<file path="src/rtl/sub_serial_16_if.sv">
// Operand/result handshake bundle for sub_serial_16.
// The ovf signal exists only when SUB_OVF_EN is defined.
interface sub_serial_16_if #(
  parameter int WIDTH = 16
);
  logic             in_valid;
  logic             in_ready;
  logic [WIDTH-1:0] sub_in1;
  logic [WIDTH-1:0] sub_in2;
  logic             bin;
  logic             out_valid;
  logic             out_ready;
  logic [WIDTH-1:0] diff;
  logic             bout;
`ifdef SUB_OVF_EN
  logic             ovf;
`endif

  modport master (
    output in_valid, sub_in1, sub_in2, bin, out_ready,
    input  in_ready, out_valid, diff, bout
`ifdef SUB_OVF_EN
    , input ovf
`endif
  );

  modport slave (
    input  in_valid, sub_in1, sub_in2, bin, out_ready,
    output in_ready, out_valid, diff, bout
`ifdef SUB_OVF_EN
    , output ovf
`endif
  );
endinterface

</file>
<file path="src/rtl/sub_serial_16.sv">
// Bit-serial subtractor: diff = sub_in1 - sub_in2 - bin, LSB first, one bit per clock.
// Optional signed-overflow output enabled by defining SUB_OVF_EN.
module sub_serial_16 #(
  parameter int WIDTH = 16
) (
  input  logic            clk,
  input  logic            rst,
  sub_serial_16_if.slave  bus
);
  localparam int CW = $clog2(WIDTH);

  typedef enum logic [1:0] {S_IDLE, S_SHIFT, S_DONE} state_t;

  state_t           state_q, state_d;
  logic [CW-1:0]    count_q, count_d;
  logic             borrow_q, borrow_d;
  logic [WIDTH-1:0] a_sh_q, a_sh_d;
  logic [WIDTH-1:0] b_sh_q, b_sh_d;
  logic [WIDTH-1:0] diff_q, diff_d;
  logic             bout_q, bout_d;
`ifdef SUB_OVF_EN
  logic             a_msb_q, a_msb_d;
  logic             b_msb_q, b_msb_d;
  logic             ovf_q, ovf_d;
`endif

  logic             in_ready_c;
  logic             out_valid_c;
  logic             d_bit;
  logic             borrow_nxt;
  logic             last_bit;

  assign d_bit      = a_sh_q[0] ^ b_sh_q[0] ^ borrow_q;
  assign borrow_nxt = (~a_sh_q[0] & b_sh_q[0]) | (~(a_sh_q[0] ^ b_sh_q[0]) & borrow_q);
  assign last_bit   = (count_q == CW'(WIDTH - 1));

  always_ff @(posedge clk or posedge rst) begin
    if (rst) begin
      state_q  <= S_IDLE;
      count_q  <= '0;
      borrow_q <= 1'b0;
      a_sh_q   <= '0;
      b_sh_q   <= '0;
      diff_q   <= '0;
      bout_q   <= 1'b0;
`ifdef SUB_OVF_EN
      a_msb_q  <= 1'b0;
      b_msb_q  <= 1'b0;
      ovf_q    <= 1'b0;
`endif
    end else begin
      state_q  <= state_d;
      count_q  <= count_d;
      borrow_q <= borrow_d;
      a_sh_q   <= a_sh_d;
      b_sh_q   <= b_sh_d;
      diff_q   <= diff_d;
      bout_q   <= bout_d;
`ifdef SUB_OVF_EN
      a_msb_q  <= a_msb_d;
      b_msb_q  <= b_msb_d;
      ovf_q    <= ovf_d;
`endif
    end
  end

  always_comb begin
    state_d = state_q;
    case (state_q)
      S_IDLE:  if (bus.in_valid) state_d = S_SHIFT;
      S_SHIFT: if (last_bit)     state_d = S_DONE;
      S_DONE:  if (bus.out_ready) state_d = S_IDLE;
      default: state_d = S_IDLE;
    endcase
  end

  always_comb begin
    in_ready_c  = 1'b0;
    out_valid_c = 1'b0;
    case (state_q)
      S_IDLE:  in_ready_c  = 1'b1;
      S_DONE:  out_valid_c = 1'b1;
      default: ;
    endcase
  end

  // Datapath: load in IDLE, shift in SHIFT, hold everywhere else.
  always_comb begin
    count_d  = count_q;
    borrow_d = borrow_q;
    a_sh_d   = a_sh_q;
    b_sh_d   = b_sh_q;
    diff_d   = diff_q;
    bout_d   = bout_q;
`ifdef SUB_OVF_EN
    a_msb_d  = a_msb_q;
    b_msb_d  = b_msb_q;
    ovf_d    = ovf_q;
`endif
    case (state_q)
      S_IDLE: begin
        if (bus.in_valid) begin
          a_sh_d   = bus.sub_in1;
          b_sh_d   = bus.sub_in2;
          borrow_d = bus.bin;
          count_d  = '0;
`ifdef SUB_OVF_EN
          a_msb_d  = bus.sub_in1[WIDTH-1];
          b_msb_d  = bus.sub_in2[WIDTH-1];
`endif
        end
      end
      S_SHIFT: begin
        diff_d   = {d_bit, diff_q[WIDTH-1:1]};
        a_sh_d   = a_sh_q >> 1;
        b_sh_d   = b_sh_q >> 1;
        borrow_d = borrow_nxt;
        if (last_bit) begin
          // Wrap to zero rather than overflow when WIDTH is not a power of two.
          count_d = '0;
          bout_d  = borrow_nxt;
`ifdef SUB_OVF_EN
          ovf_d   = (a_msb_q ^ b_msb_q) & (a_msb_q ^ d_bit);
`endif
        end else begin
          count_d = count_q + CW'(1);
        end
      end
      default: ;
    endcase
  end

  assign bus.in_ready  = in_ready_c;
  assign bus.out_valid = out_valid_c;
  assign bus.diff      = diff_q;
  assign bus.bout      = bout_q;
`ifdef SUB_OVF_EN
  assign bus.ovf       = ovf_q;
`endif
endmodule

</file>
<file path="src/flat_wrapper.sv">
// flat-port wrapper written by rule: the top's interface ports become plain ports
module sub_serial_16_flat 
#(
  parameter int WIDTH = 16
)
  (clk, rst, bus_in_valid, bus_sub_in1, bus_sub_in2, bus_bin, bus_out_ready, bus_in_ready, bus_out_valid, bus_diff, bus_bout);
  sub_serial_16_if #(.WIDTH(WIDTH)) bus_i ();
  input  logic clk;
  input  logic rst;
  input wire logic [$bits(bus_i.in_valid)-1:0] bus_in_valid;
  input wire logic [$bits(bus_i.sub_in1)-1:0] bus_sub_in1;
  input wire logic [$bits(bus_i.sub_in2)-1:0] bus_sub_in2;
  input wire logic [$bits(bus_i.bin)-1:0] bus_bin;
  input wire logic [$bits(bus_i.out_ready)-1:0] bus_out_ready;
  output wire logic [$bits(bus_i.in_ready)-1:0] bus_in_ready;
  output wire logic [$bits(bus_i.out_valid)-1:0] bus_out_valid;
  output wire logic [$bits(bus_i.diff)-1:0] bus_diff;
  output wire logic [$bits(bus_i.bout)-1:0] bus_bout;
  assign bus_i.in_valid = bus_in_valid;
  assign bus_i.sub_in1 = bus_sub_in1;
  assign bus_i.sub_in2 = bus_sub_in2;
  assign bus_i.bin = bus_bin;
  assign bus_i.out_ready = bus_out_ready;
  assign bus_in_ready = bus_i.in_ready;
  assign bus_out_valid = bus_i.out_valid;
  assign bus_diff = bus_i.diff;
  assign bus_bout = bus_i.bout;
  sub_serial_16 #(.WIDTH(WIDTH)) u_core (.clk(clk), .rst(rst), .bus(bus_i));
endmodule
</file>
<file path="config.mk">
export PLATFORM = sky130hd
export DESIGN_NAME = sub_serial_16_flat
export DESIGN_NICKNAME = d
export VERILOG_FILES = /design/src/rtl/sub_serial_16_if.sv /design/src/rtl/sub_serial_16.sv /design/src/flat_wrapper.sv
export SDC_FILE = /design/constraint.sdc
export NUM_CORES = 1
export LEC_CHECK = 0
export ABC_AREA = 1
export BUFFER_PORTS_ARGS = -buffer_cell sky130_fd_sc_hd__buf_2
export CORE_MARGIN = 1.5
export CORE_UTILIZATION = 54
export DETAILED_ROUTE_END_ITERATION = 10
export HOLD_SLACK_MARGIN = 0.15
export PLACE_DENSITY = 0.79
export SYNTH_ARGS = -nofsm -noshare
export SYNTH_HDL_FRONTEND = slang
export SYNTH_SLANG_ARGS = --single-unit
</file>
<file path="constraint.sdc">
create_clock -name clk -period 2.1 [get_ports clk]
set_input_delay 0.42 -clock clk [delete_from_list [all_inputs] [get_ports clk]]
set_output_delay 0.42 -clock clk [all_outputs]
set_load 0.05 [all_outputs]
</file>
==> tab_implementation.tex <==
\begin{tabular}{lr}
\hline
Metric & Value \\
\hline
\multicolumn{2}{l}{\textbf{Synthesis}} \\
\quad Mean instance size in the synthesized netlist & 8.36 um2 \\
\quad Register area share after synthesis & 0.511 \\
\quad Leading area contributor after synthesis & sky130\_fd\_sc\_hd\_\_dfrtp\_1 \\
\quad Number of warnings issued by yosys & 0 \\
\quad Multiplexer fraction of the synthesized cell area & 0 \\
\quad Compound-gate portion of the synthesized area & 0.0169 \\
\quad Number of nets in the synthesized netlist & 367 \\
\quad Synthesized flop and latch total & 56 \\
\quad Main area contributors after synthesis & sky130\_fd\_sc\_hd\_\_dfrtp\_1 (51\%), sky130\_fd\_sc\_hd\_\_nand2\_1 (18\%), sky130\_fd\_sc\_hd\_\_nand3\_1 (10\%) \\
\quad Distinct cells, synth & 25 \\
\quad Post-synth top area share & 0.511 \\
\quad Post-synthesis share of cell area spent on full adders, half adders and majority gates & 0.0119 \\
\quad Xor and xnor area share after synthesis & 0 \\
\quad Largest family of logic cells by synthesized area & simple AND/OR/NAND/NOR gates \\
\quad Mapped Area & 2740 um2 \\
\quad Synthesized instance count & 328 \\
\quad Simple-gate share of the synthesized area & 0.367 \\
\multicolumn{2}{l}{\textbf{Placed design}} \\
\quad Placer Congestion & 0.793 \\
\quad Placed wire-length estimate & 3.86 mm \\
\quad Input/output buffers & 55 \\
\multicolumn{2}{l}{\textbf{Routing}} \\
\quad Pre-antenna DRT Iters & 4 \\
\quad Drt wl/cell & 12.4 um \\
\quad Routed vias & 2,238 \\
\quad Number of antenna-violating nets in the routed design & 0 \\
\quad Number of violations reported at the end of detailed-routing iteration 0 & 81 \\
\quad Remaining routing DRC violations & 0 \\
\quad Total Wirelength & 5.56 mm \\
\quad DR vias/cell & 5.01 \\
\multicolumn{2}{l}{\textbf{Critical path}} \\
\quad Data required, critical path & 1680 ps \\
\quad Worst reg2reg path startpoint & u\_core.state\_q[0]\$\_DFFE\_PP0P\_ \\
\quad Critical path class & reg -> out \\
\quad Kind of launch point of the worst setup path & register \\
\quad Worst path arrival time & 1220 ps \\
\quad Startpoint of the most critical setup path & u\_core.state\_q[0]\$\_DFFE\_PP0P\_ \\
\quad Worst r2r dst & u\_core.b\_sh\_q[0]\$\_DFFE\_PP0P\_ \\
\quad Termination of the worst setup path & bus\_in\_ready \\
\quad Number of cell instances on the worst register-to-register path & 5 \\
\quad Critical Path Sink Type & output pin \\
\quad Reg-to-reg slack, setup & 560 ps \\
\quad Maximum fanout encountered on the critical timing path & 5 \\
\multicolumn{2}{l}{\textbf{Clock tree}} \\
\quad Resize count post-CTS & 0 \\
\quad Buffers from clock root to sink, at most & 2 \\
\quad Clock latency at the later pin of the worst-skew pair & 310 ps \\
\quad Reg clk slew, reported paths & 100 ps \\
\quad Clock Tree Root & sky130\_fd\_sc\_hd\_\_clkbuf\_8 \\
\quad Hold-fix buffer count after cts & 1 \\
\quad Total number of H-tree levels & 2 \\
\quad Setup Fix Bufs, Post-CTS & 0 \\
\quad Num CTS Buffers & 5 \\
\quad TritonCTS clock tree & built \\
\quad Clock net sink count & 56 \\
\multicolumn{2}{l}{\textbf{STA}} \\
\quad Final worst-path cycle share & 0.780 \\
\quad Pins Over Slew Limit & 0 \\
\quad Final min period & 1640 ps \\
\quad Hold violation count in the final report & 0 \\
\quad Peak clock frequency supported by timing & 611 MHz \\
\quad Final worst clock skew & 7.09 ps \\
\quad Final setup TNS & 0 ps \\
\quad RSZ-0062 raised after global routing & no \\
\quad Slew at the pin closest to its max-slew limit & 508 ps \\
\quad Slew headroom & 0.661 \\
\quad Total setup violations reported at the end of the flow & 0 \\
\multicolumn{2}{l}{\textbf{GRT}} \\
\quad Overall track demand over capacity in global routing & 0.220 \\
\quad Initial antenna violation count & 0 \\
\quad Vias in the first global route & 2,092 \\
\quad Global-route wire length before repair & 9.28 mm \\
\quad Aggregate global routing overflow & 0 \\
\quad Pin count of the biggest net entering global routing & 35 \\
\multicolumn{2}{l}{\textbf{Die}} \\
\quad Initial standard-cell utilization of the core & 0.569 \\
\quad Width of the die & 74.3 um \\
\quad Die height & 74.3 um \\
\quad Site row count & 25 \\
\quad Total Die Area & 5510 um2 \\
\quad Placeable Area & 4820 um2 \\
\quad Number of I/O pins & 56 \\
\multicolumn{2}{l}{\textbf{Outcome}} \\
\quad Run status & complete, no violations \\
\multicolumn{2}{l}{\textbf{Final layout}} \\
\quad Final design utilization & 0.646 \\
\quad Share of final-layout standard cells stronger than drive strength 1 & 0.245 \\
\quad Relative area change from synthesis to final layout & 13.6\% \\
\quad Number of diodes added for antenna fixing & 0 \\
\quad Most common cell after layout, fill and taps aside & sky130\_fd\_sc\_hd\_\_nand2\_1 \\
\quad Layout Nets & 418 \\
\quad Most frequent cells in the layout & sky130\_fd\_sc\_hd\_\_nand2\_1 (131), sky130\_fd\_sc\_hd\_\_nand3\_1 (56), sky130\_fd\_sc\_hd\_\_dfrtp\_1 (56), sky130\_fd\_sc\_hd\_\_buf\_2 (55), sky130\_fd\_sc\_hd\_\_inv\_1 (22) \\
\multicolumn{2}{l}{\textbf{Hold path}} \\
\quad Path class of the lowest-slack min-delay path & in -> reg \\
\multicolumn{2}{l}{\textbf{Power and ir drop}} \\
\quad Pwr dens & 1560 nW/um2 \\
\quad Static leakage & 1.73 nW \\
\quad Worst voltage drop across the vdd grid & 0.000632 V \\
\multicolumn{2}{l}{\textbf{Run}} \\
\quad MaxCap Viol Count & 0 \\
\hline
\end{tabular}
==> cells in the mapped netlist <==
cell and number:
sky130_fd_sc_hd__nand2_1 131, sky130_fd_sc_hd__dfrtp_1 56, sky130_fd_sc_hd__nand3_1 56, sky130_fd_sc_hd__inv_1 23
sky130_fd_sc_hd__or2_1 10, sky130_fd_sc_hd__nand3_2 9, sky130_fd_sc_hd__buf_4 6, sky130_fd_sc_hd__buf_2 5
sky130_fd_sc_hd__buf_6 5, sky130_fd_sc_hd__or2_2 5, sky130_fd_sc_hd__o21ai_0 3, sky130_fd_sc_hd__o21ai_1 3
sky130_fd_sc_hd__buf_8 2, sky130_fd_sc_hd__inv_2 2, sky130_fd_sc_hd__nand2_2 2, sky130_fd_sc_hd__clkbuf_1 1
sky130_fd_sc_hd__fa_1 1, sky130_fd_sc_hd__ha_1 1, sky130_fd_sc_hd__nand2_4 1, sky130_fd_sc_hd__nand4_1 1
sky130_fd_sc_hd__nor2_1 1, sky130_fd_sc_hd__nor2_2 1, sky130_fd_sc_hd__nor2_4 1, sky130_fd_sc_hd__o21ai_2 1
sky130_fd_sc_hd__o31ai_1 1
==> through the flow <==
step                      setup WS, ps  power [W]  cells  area [um2]  hold slack (ps)
after floorplan                    309    0.00385    328        2740              466
after CTS                          450    0.00488    447        3110              280
after detailed placement           579    0.00425    438        3010              475
final                              463    0.00485    447        3110              290
after global routing               415    0.00524    447        3110              302
after global placement             611    0.00417    438        3010              459
==> how the worst min path moves through the flow <==
stage / from / to / slack (ps) / cells after the start
finish: bus_out_ready / u_core.state_q[1]$_DFFE_PP0P_ / 290 / 2
global route: bus_out_ready / u_core.state_q[1]$_DFFE_PP0P_ / 300 / 2
CTS: bus_out_ready / u_core.state_q[1]$_DFFE_PP0P_ / 280 / 2
detailed placement: u_core.bus.diff[13]$_DFFE_PP0P_ / u_core.bus.diff[12]$_DFFE_PP0P_ / 470 / 2
global placement: u_core.bus.diff[0]$_DFFE_PP0P_ / u_core.bus.diff[0]$_DFFE_PP0P_ / 460 / 2
floorplan: u_core.a_sh_q[11]$_DFFE_PP0P_ / u_core.a_sh_q[10]$_DFFE_PP0P_ / 470 / 2
==> where the power goes <==
group,total [W],switching [W],internal [W]
Sequential,0.00187,0.000301,0.00157
Combinational,0.00236,0.00159,0.000772
Clock,0.000617,0.000349,0.000268
==> per-layer routing <==
| metal | global-route usage | wire length (um) | up-vias |
|---|---|---|---|
| met5 | 0 | 0 | - |
| met4 | 0.0828 | 90 | 0 |
| met1 | 0.284 | 2550 | 1050 |
| met2 | 0.371 | 2680 | 52 |
| li1 | - | - | 1127 |
| met3 | 0.0393 | 240 | 9 |
==> sequential cells by signal (all words and copies together), names as in the netlist <==
register	flops
u_core.a_sh_q	16
u_core.bus.diff	16
u_core.count_q	4
u_core.bus.bout	1
u_core.state_q	2
u_core.b_sh_q	16
u_core.borrow_q	1
==> area by class of cell <==
| cell class | count | area (um2) |
|---|---|---|
| Fill cell | 435 | 1700 |
| Clock inverter | 2 | 15.0 |
| Tap cell | 67 | 83.8 |
| Sequential cell | 56 | 1400 |
| Timing Repair Buffer | 63 | 350 |
| Multi-Input combinational cell | 228 | 1090 |
| Inverter | 25 | 93.8 |
| Clock buffer | 6 | 82.6 |
==> critical path, stage by stage, from the launching register on <==
cell and delay (ps):
sky130_fd_sc_hd__dfrtp_1 450, sky130_fd_sc_hd__nor2_2 160, sky130_fd_sc_hd__buf_2 290
==> cell families (layout without fill, tap and decap cells) <==
kind of cell | after synthesis | after routing
flops | 56 | 56
fa+ha+maj | 2 | 2
compound gates | 8 | 8
simple gates | 218 | 218
buf+inv | 44 | 96
Note: power is estimated with default switching activity, not from simulation.
